[src/rtl/fxp_cordic_pkg.sv]
// Shared constants for the fixed-point CORDIC stages: default Q format,
// the reciprocal hyperbolic gain, and the gain-compensation FSM encoding.
package fxp_cordic_pkg;

  localparam int unsigned C_FXP_WIDTH_DEF = 16;
  localparam int unsigned C_FXP_POINT_DEF = 12;

  // 1/K_h in Q4.12 for the standard hyperbolic iteration set (repeats at 4, 13)
  localparam logic [15:0] C_GAIN_INV_DEF = 16'h1352;

  localparam logic [2:0] C_ST_IDLE = 3'd0;
  localparam logic [2:0] C_ST_MULT = 3'd1;
  localparam logic [2:0] C_ST_NORM = 3'd2;
  localparam logic [2:0] C_ST_DRDY = 3'd3;

  typedef enum logic [2:0] {
    ST_IDLE = C_ST_IDLE,
    ST_MULT = C_ST_MULT,
    ST_NORM = C_ST_NORM,
    ST_DRDY = C_ST_DRDY
  } gain_state_e;

endpackage

[src/rtl/fxp_round_sat.sv]
// Combinational 2W-bit product -> W-bit result with >>> POINT and saturation.
// Round-half-up when FXP_GAIN_ROUND_EN is defined, floor otherwise.
module fxp_round_sat
  import fxp_cordic_pkg::*;
#(
  parameter int unsigned C_FXP_WIDTH = C_FXP_WIDTH_DEF,
  parameter int unsigned C_FXP_POINT = C_FXP_POINT_DEF
) (
  input  logic [2*C_FXP_WIDTH-1:0] prod,
  output logic [C_FXP_WIDTH-1:0]   res,
  output logic                     sat
);

  // one guard bit so a rounding carry cannot wrap the product
  localparam int unsigned C_EW = 2*C_FXP_WIDTH + 1;

  logic signed [C_EW-1:0]          ext;
  logic signed [C_EW-1:0]          shifted;
  logic [C_EW-C_FXP_WIDTH:0]       top;

  always_comb begin
    ext = C_EW'(signed'(prod));
`ifdef FXP_GAIN_ROUND_EN
    ext = ext + (C_EW'(1) << (C_FXP_POINT - 1));
`endif
    shifted = ext >>> C_FXP_POINT;
    // in range only when every bit above the result MSB copies the sign
    top = shifted[C_EW-1:C_FXP_WIDTH-1];
    sat = !((&top) || !(|top));
    if (sat) begin
      res = shifted[C_EW-1] ? {1'b1, {(C_FXP_WIDTH-1){1'b0}}}
                            : {1'b0, {(C_FXP_WIDTH-1){1'b1}}};
    end else begin
      res = shifted[C_FXP_WIDTH-1:0];
    end
  end

endmodule

[src/rtl/fxp_cordic_hv_gain.sv]
// Hyperbolic CORDIC gain compensation: X * (1/K_h) via serial shift-add,
// then round/saturate. FXP_GAIN_ROUND_EN selects round-half-up over floor.
module fxp_cordic_hv_gain
  import fxp_cordic_pkg::*;
#(
  parameter int unsigned             C_FXP_WIDTH = C_FXP_WIDTH_DEF,
  parameter int unsigned             C_FXP_POINT = C_FXP_POINT_DEF,
  parameter logic [C_FXP_WIDTH-1:0]  C_GAIN_INV  = C_FXP_WIDTH'(C_GAIN_INV_DEF),
  parameter int unsigned             C_CNT_SIZE  = $clog2(C_FXP_WIDTH + 1)
) (
  input  logic                   CLK,
  input  logic                   nRST,
  input  logic                   DIN_VALID,
  input  logic [C_FXP_WIDTH-1:0] DIN,
  input  logic                   DIN_OVF,
  output logic                   BUSY,
  output logic                   DOUT_VALID,
  output logic [C_FXP_WIDTH-1:0] DOUT,
  output logic                   DOUT_OVF,
  output logic                   ERR_DROP
);

  localparam int unsigned C_PW = 2*C_FXP_WIDTH;

  gain_state_e             state_q, state_d;
  logic [C_PW-1:0]         acc_q, acc_d;
  logic [C_PW-1:0]         opnd_q, opnd_d;
  logic [C_FXP_WIDTH-1:0]  gain_q, gain_d;
  logic [C_CNT_SIZE-1:0]   cnt_q, cnt_d;
  logic                    in_ovf_q, in_ovf_d;
  logic [C_FXP_WIDTH-1:0]  res_q, res_d;
  logic                    res_ovf_q, res_ovf_d;
  logic                    busy_q, busy_d;
  logic                    dout_valid_q, dout_valid_d;
  logic [C_FXP_WIDTH-1:0]  dout_q, dout_d;
  logic                    dout_ovf_q, dout_ovf_d;
  logic                    err_drop_q, err_drop_d;

  logic [C_FXP_WIDTH-1:0]  rs_res;
  logic                    rs_sat;

  fxp_round_sat #(
    .C_FXP_WIDTH (C_FXP_WIDTH),
    .C_FXP_POINT (C_FXP_POINT)
  ) u_round_sat (
    .prod (acc_q),
    .res  (rs_res),
    .sat  (rs_sat)
  );

  always_comb begin
    state_d      = state_q;
    acc_d        = acc_q;
    opnd_d       = opnd_q;
    gain_d       = gain_q;
    cnt_d        = cnt_q;
    in_ovf_d     = in_ovf_q;
    res_d        = res_q;
    res_ovf_d    = res_ovf_q;
    dout_valid_d = 1'b0;
    dout_d       = dout_q;
    dout_ovf_d   = dout_ovf_q;
    err_drop_d   = err_drop_q;

    case (state_q)
      ST_IDLE: begin
        if (DIN_VALID) begin
          opnd_d   = {{C_FXP_WIDTH{DIN[C_FXP_WIDTH-1]}}, DIN};
          gain_d   = C_GAIN_INV;
          in_ovf_d = DIN_OVF;
          acc_d    = '0;
          cnt_d    = '0;
          state_d  = ST_MULT;
        end
      end
      ST_MULT: begin
        // gain is consumed LSB first, so bit[cnt] is always gain_q[0]
        if (gain_q[0]) begin
          acc_d = acc_q + opnd_q;
        end
        opnd_d = opnd_q << 1;
        gain_d = gain_q >> 1;
        cnt_d  = cnt_q + C_CNT_SIZE'(1);
        if (cnt_q == C_CNT_SIZE'(C_FXP_WIDTH - 1)) begin
          state_d = ST_NORM;
        end
      end
      ST_NORM: begin
        res_d     = rs_res;
        res_ovf_d = in_ovf_q | rs_sat;
        state_d   = ST_DRDY;
      end
      ST_DRDY: begin
        dout_d       = res_q;
        dout_ovf_d   = res_ovf_q;
        dout_valid_d = 1'b1;
        state_d      = ST_IDLE;
      end
      default: begin
        state_d = ST_IDLE;
      end
    endcase

    if (DIN_VALID && (state_q != ST_IDLE)) begin
      err_drop_d = 1'b1;
    end
    busy_d = (state_d != ST_IDLE);
  end

  always_ff @(posedge CLK or negedge nRST) begin
    if (!nRST) begin
      state_q      <= ST_IDLE;
      acc_q        <= '0;
      opnd_q       <= '0;
      gain_q       <= '0;
      cnt_q        <= '0;
      in_ovf_q     <= 1'b0;
      res_q        <= '0;
      res_ovf_q    <= 1'b0;
      busy_q       <= 1'b0;
      dout_valid_q <= 1'b0;
      dout_q       <= '0;
      dout_ovf_q   <= 1'b0;
      err_drop_q   <= 1'b0;
    end else begin
      state_q      <= state_d;
      acc_q        <= acc_d;
      opnd_q       <= opnd_d;
      gain_q       <= gain_d;
      cnt_q        <= cnt_d;
      in_ovf_q     <= in_ovf_d;
      res_q        <= res_d;
      res_ovf_q    <= res_ovf_d;
      busy_q       <= busy_d;
      dout_valid_q <= dout_valid_d;
      dout_q       <= dout_d;
      dout_ovf_q   <= dout_ovf_d;
      err_drop_q   <= err_drop_d;
    end
  end

  assign BUSY       = busy_q;
  assign DOUT_VALID = dout_valid_q;
  assign DOUT       = dout_q;
  assign DOUT_OVF   = dout_ovf_q;
  assign ERR_DROP   = err_drop_q;

endmodule
[config.mk]
export PLATFORM = sky130hd
export DESIGN_NAME = fxp_cordic_hv_gain
export DESIGN_NICKNAME = d
export VERILOG_FILES = /design/src/rtl/fxp_cordic_pkg.sv /design/src/rtl/fxp_round_sat.sv /design/src/rtl/fxp_cordic_hv_gain.sv
export SDC_FILE = /design/constraint.sdc
export NUM_CORES = 1
export LEC_CHECK = 0
export CAP_MARGIN = 30
export CORE_MARGIN = 10
export CORE_UTILIZATION = 54
export CTS_CLUSTER_SIZE = 25
export DETAILED_ROUTE_END_ITERATION = 16
export PLACE_DENSITY = 0.76
export SLEW_MARGIN = 20
export SYNTH_ARGS = -nofsm -noshare
export SYNTH_HDL_FRONTEND = slang
export SYNTH_HIERARCHICAL = 1
export SYNTH_SLANG_ARGS = --single-unit
export TNS_END_PERCENT = 1
[constraint.sdc]
create_clock -name CLK -period 2.9 [get_ports CLK]
set_input_delay 0.58 -clock CLK [delete_from_list [all_inputs] [get_ports CLK]]
set_output_delay 0.58 -clock CLK [all_outputs]
set_load 0.1 [all_outputs]
==> impl_metrics.json <==
{
  "synthMuxAreaShare": 0.03045,
  "ios": 40,
  "fillCellCount": 1009,
  "grt_pass1_vias": 5483,
  "synth_area_per_cell_um2": 9.392,
  "clock_path_buffers": 2,
  "start_util": 0.5492,
  "synth_compound_area_frac": 0.2010,
  "yosys_register_bits": 123,
  "multiInputGateArea_um2": 3560,
  "maxSlewViolCount": 0,
  "cellPowerDensity_nw_per_um2": 974.7,
  "cts_root_buffer": "clkbuf_16",
  "ff_latch_area_um2": 3078,
  "drc": 0,
  "fin_cells": 953,
  "synthArstFlopShare": 1.000,
  "crit_path_start": "acc_q[0]",
  "synth-simple-area-share": 0.1845,
  "synth_top_family_by_area": "compound AO/OA/AOI/OAI gates",
  "ys_seq_area_frac": 0.4459,
  "finalSetupTns_ps": 0,
  "setup.worst_path.end_class": "flip-flop",
  "rsz0062_at_grt": "true",
  "cp_max_fo": 4,
  "fin_nets": 824,
  "cp-start-kind": "flip-flop",
  "hpwl_um": 11320,
  "power.leakage_nw": 3.844,
  "dieArea_um2": 17710,
  "final.min_clock_period_ps": 2817,
  "synthAdderAreaFrac": 0.06272,
  "synth_cell_types": 70,
  "worst-setup-path-type": "flip-flop to flip-flop",
  "yosysWarnings": 6,
  "rr_worst_depth": 11,
  "worstSetupEndpoint": "acc_q[30]",
  "fmax_mhz": 355.0,
  "syn_inst": 735,
  "grt_overflow_total": 0,
  "max_slew_margin": 0.4738,
  "fin_skew_ps": 9.433,
  "die_h_um": 133.1,
  "rows": 41,
  "outcome": "finished, final reports clean",
  "syn2layout_area_growth_pct": 17.33,
  "yosysTopAreaCell": "dfrtp_1",
  "synth.most_common_cell": "nand2_1",
  "cts_tree": "built",
  "tightestPinTransition_ps": 786.8,
  "cts_buffers": 17,
  "grt_pass1_wl_um": 27140,
  "dp_cells": 917,
  "grtUsageTotal": 0.1851,
  "cts.sinks": 123,
  "path_clk_slew_ps": 60,
  "ant_nets": 0,
  "core_um2": 12570,
  "path_cells": "ha_2 -> inv_1 -> fa_1 -> and2b_4 -> o21ai_2 -> a31o_1 -> o311ai_4 -> a21oi_2 -> o31a_1 -> or4_1 -> nand4_1",
  "vias_per_cell": 6.052,
  "worstPathArrival_ps": 3170,
  "drive_gt1_frac": 0.1511,
  "critPathBufInv": 1,
  "initialDrtViolationCount": 487,
  "total_power_mw": 7.894,
  "grt_max_degree": 50,
  "gp_congestion": 0.9254,
  "rr_startpoint": "acc_q[0]",
  "rrSetupSlack_ps": 80,
  "antenna_found_initial": 0,
  "synth_top_cell_area_share": 0.4459,
  "hold_viol_final": 0,
  "synth_commonest_cells": "nand2_1, dfrtp_1, nor2_1",
  "hold_path.class": "input pin to async pin",
  "port_buffers": 39,
  "avgRoutedWirePerCell_um": 17.23,
  "syn_nets": 789,
  "maxCapViolCount": 0,
  "worst_skew_pair.late_latency_ps": 420,
  "insertedDiodeCount": 0,
  "vias": 5768,
  "period_share": 0.9714,
  "dr.pass1.iters": 6,
  "max-vdd-ir-drop_uv": 588.5,
  "finalSetupViolCount": 0,
  "crit_family": "compound AO/OA/AOI/OAI gates",
  "crit_required_ps": 3250,
  "ys_top_cells_by_area": "dfrtp_1, nand2_1, ha_1",
  "cp.depth": 11,
  "synth_xor_area_frac": 0.03299,
  "synth_edf_count": 0,
  "cts_max_level": 4,
  "r2r_end": "acc_q[30]",
  "crit_slowest_cell": "or4_1",
  "wirelength_um": 16420,
  "syn_area_um2": 6903,
  "die_x_um": 133.1,
  "ys.flop_type": "dfrtp_1",
  "slowest_delay_ps": 470
}
==> kinds of logic (layout without fill, tap and decap cells) <==
logic type / count (synthesis) / in the layout
buffers and inverters: 60 / 106
xor gates and xnor gates: 26 / 26
other: 1 / 1
DFF: 123 / 123
adders and majority gates: 34 / 34
muxes: 19 / 19
AOI/OAI and AO/OA: 189 / 189
and+or+nand+nor: 283 / 283
==> per-stage QoR <==
| stage | area [um^2] | setup slack (ps) | hold WS (ps) | utilization |
|---|---|---|---|---|
| 2_1_floorplan | 6903 | 178.5 | 284.4 | - |
| 4_1_cts | 8030 | 32.01 | 219.9 | 0.6389 |
| 3_5_place_dp | 7381 | 4.460 | 459.0 | 0.5873 |
| 5_1_grt | 8099 | -44.72 | 247.8 | 0.6444 |
| 3_3_place_gp | 7381 | 126.5 | 457.4 | 0.5873 |
| 6_report | 8099 | 83.06 | 203.2 | 0.6444 |
==> power breakdown <==
part	internal, mW	switching [mW]	total (mW)
sequential	2.07	0.385	2.46
clock	1.58	0.748	2.33
combinational	1.36	1.75	3.11
==> layout make-up <==
| type | instances | share of cell area |
|---|---|---|
| well taps | 172 | 0.02657 |
| clock buffers | 22 | 0.05855 |
| multi-input cells | 552 | 0.4395 |
| repair buffers | 65 | 0.06983 |
| clock inverters | 8 | 0.02039 |
| flip-flops and latches | 123 | 0.3800 |
| inverters | 11 | 0.005098 |
==> cell usage in the layout (no fill, tap or decap), types with 12 or more instances in the layout <==
cell,Yosys,routed
xnor2_1,12,12
o21ai_0,43,43
dfrtp_1,123,123
nand2_1,146,146
a21o_1,18,18
clkbuf_16,0,17
nand3_1,14,14
a21oi_1,27,26
xor2_1,14,14
nand4_1,22,22
buf_4,6,45
clkdlybuf4s50_1,0,18
a221o_1,18,18
ha_1,33,32
mux2_2,16,16
a31oi_1,18,18
nor2_1,61,61
==> sequential cells by signal, indices dropped and copies added, names as in the netlist <==
name        flops
acc_q          32
DOUT_OVF        1
ERR_DROP        1
cnt_q           5
res_q          16
BUSY            1
res_ovf_q       1
DOUT_VALID      1
opnd_q         32
in_ovf_q        1
state_q         3
gain_q         13
DOUT           16
==> routing by layer <==
metal,up-vias,part of all wire,GRT usage
met1,2851,0.43,0.2335
met5,-,0,0
met3,21,0.058,0.05034
met4,0,0.013,0.05868
met2,189,0.50,0.3011
li1,2707,-,-
==> how the worst min path moves through the flow <==
stage | from | endpoint | slack (ps) | cells after the start
floorplan | nRST | BUSY | 280 | 0
global placement | res_q[7] | DOUT[7] | 460 | 2
detailed placement | res_q[9] | DOUT[9] | 460 | 2
CTS | nRST | acc_q[16] | 220 | 1
global route | nRST | acc_q[12] | 250 | 1
finish | nRST | acc_q[16] | 200 | 1
==> worst reg2reg max path, stage by stage, from the launching register on <==
cell and delay, ps:
dfrtp_1 360, ha_2 200, inv_1 60, fa_1 370, and2b_4 290, o21ai_2 50, a31o_1 210, o311ai_4 220
a21oi_2 100, o31a_1 300, or4_1 470, nand4_1 100
==> repair_timing <==
action                     4_1_cts  5_1_grt
pin swaps                        0        3
gates resized for setup          1        2
hold buffers                     0        0
setup buffers                    1        3
setup endpoints to repair        1        5
(Power assumes the default switching activity.)
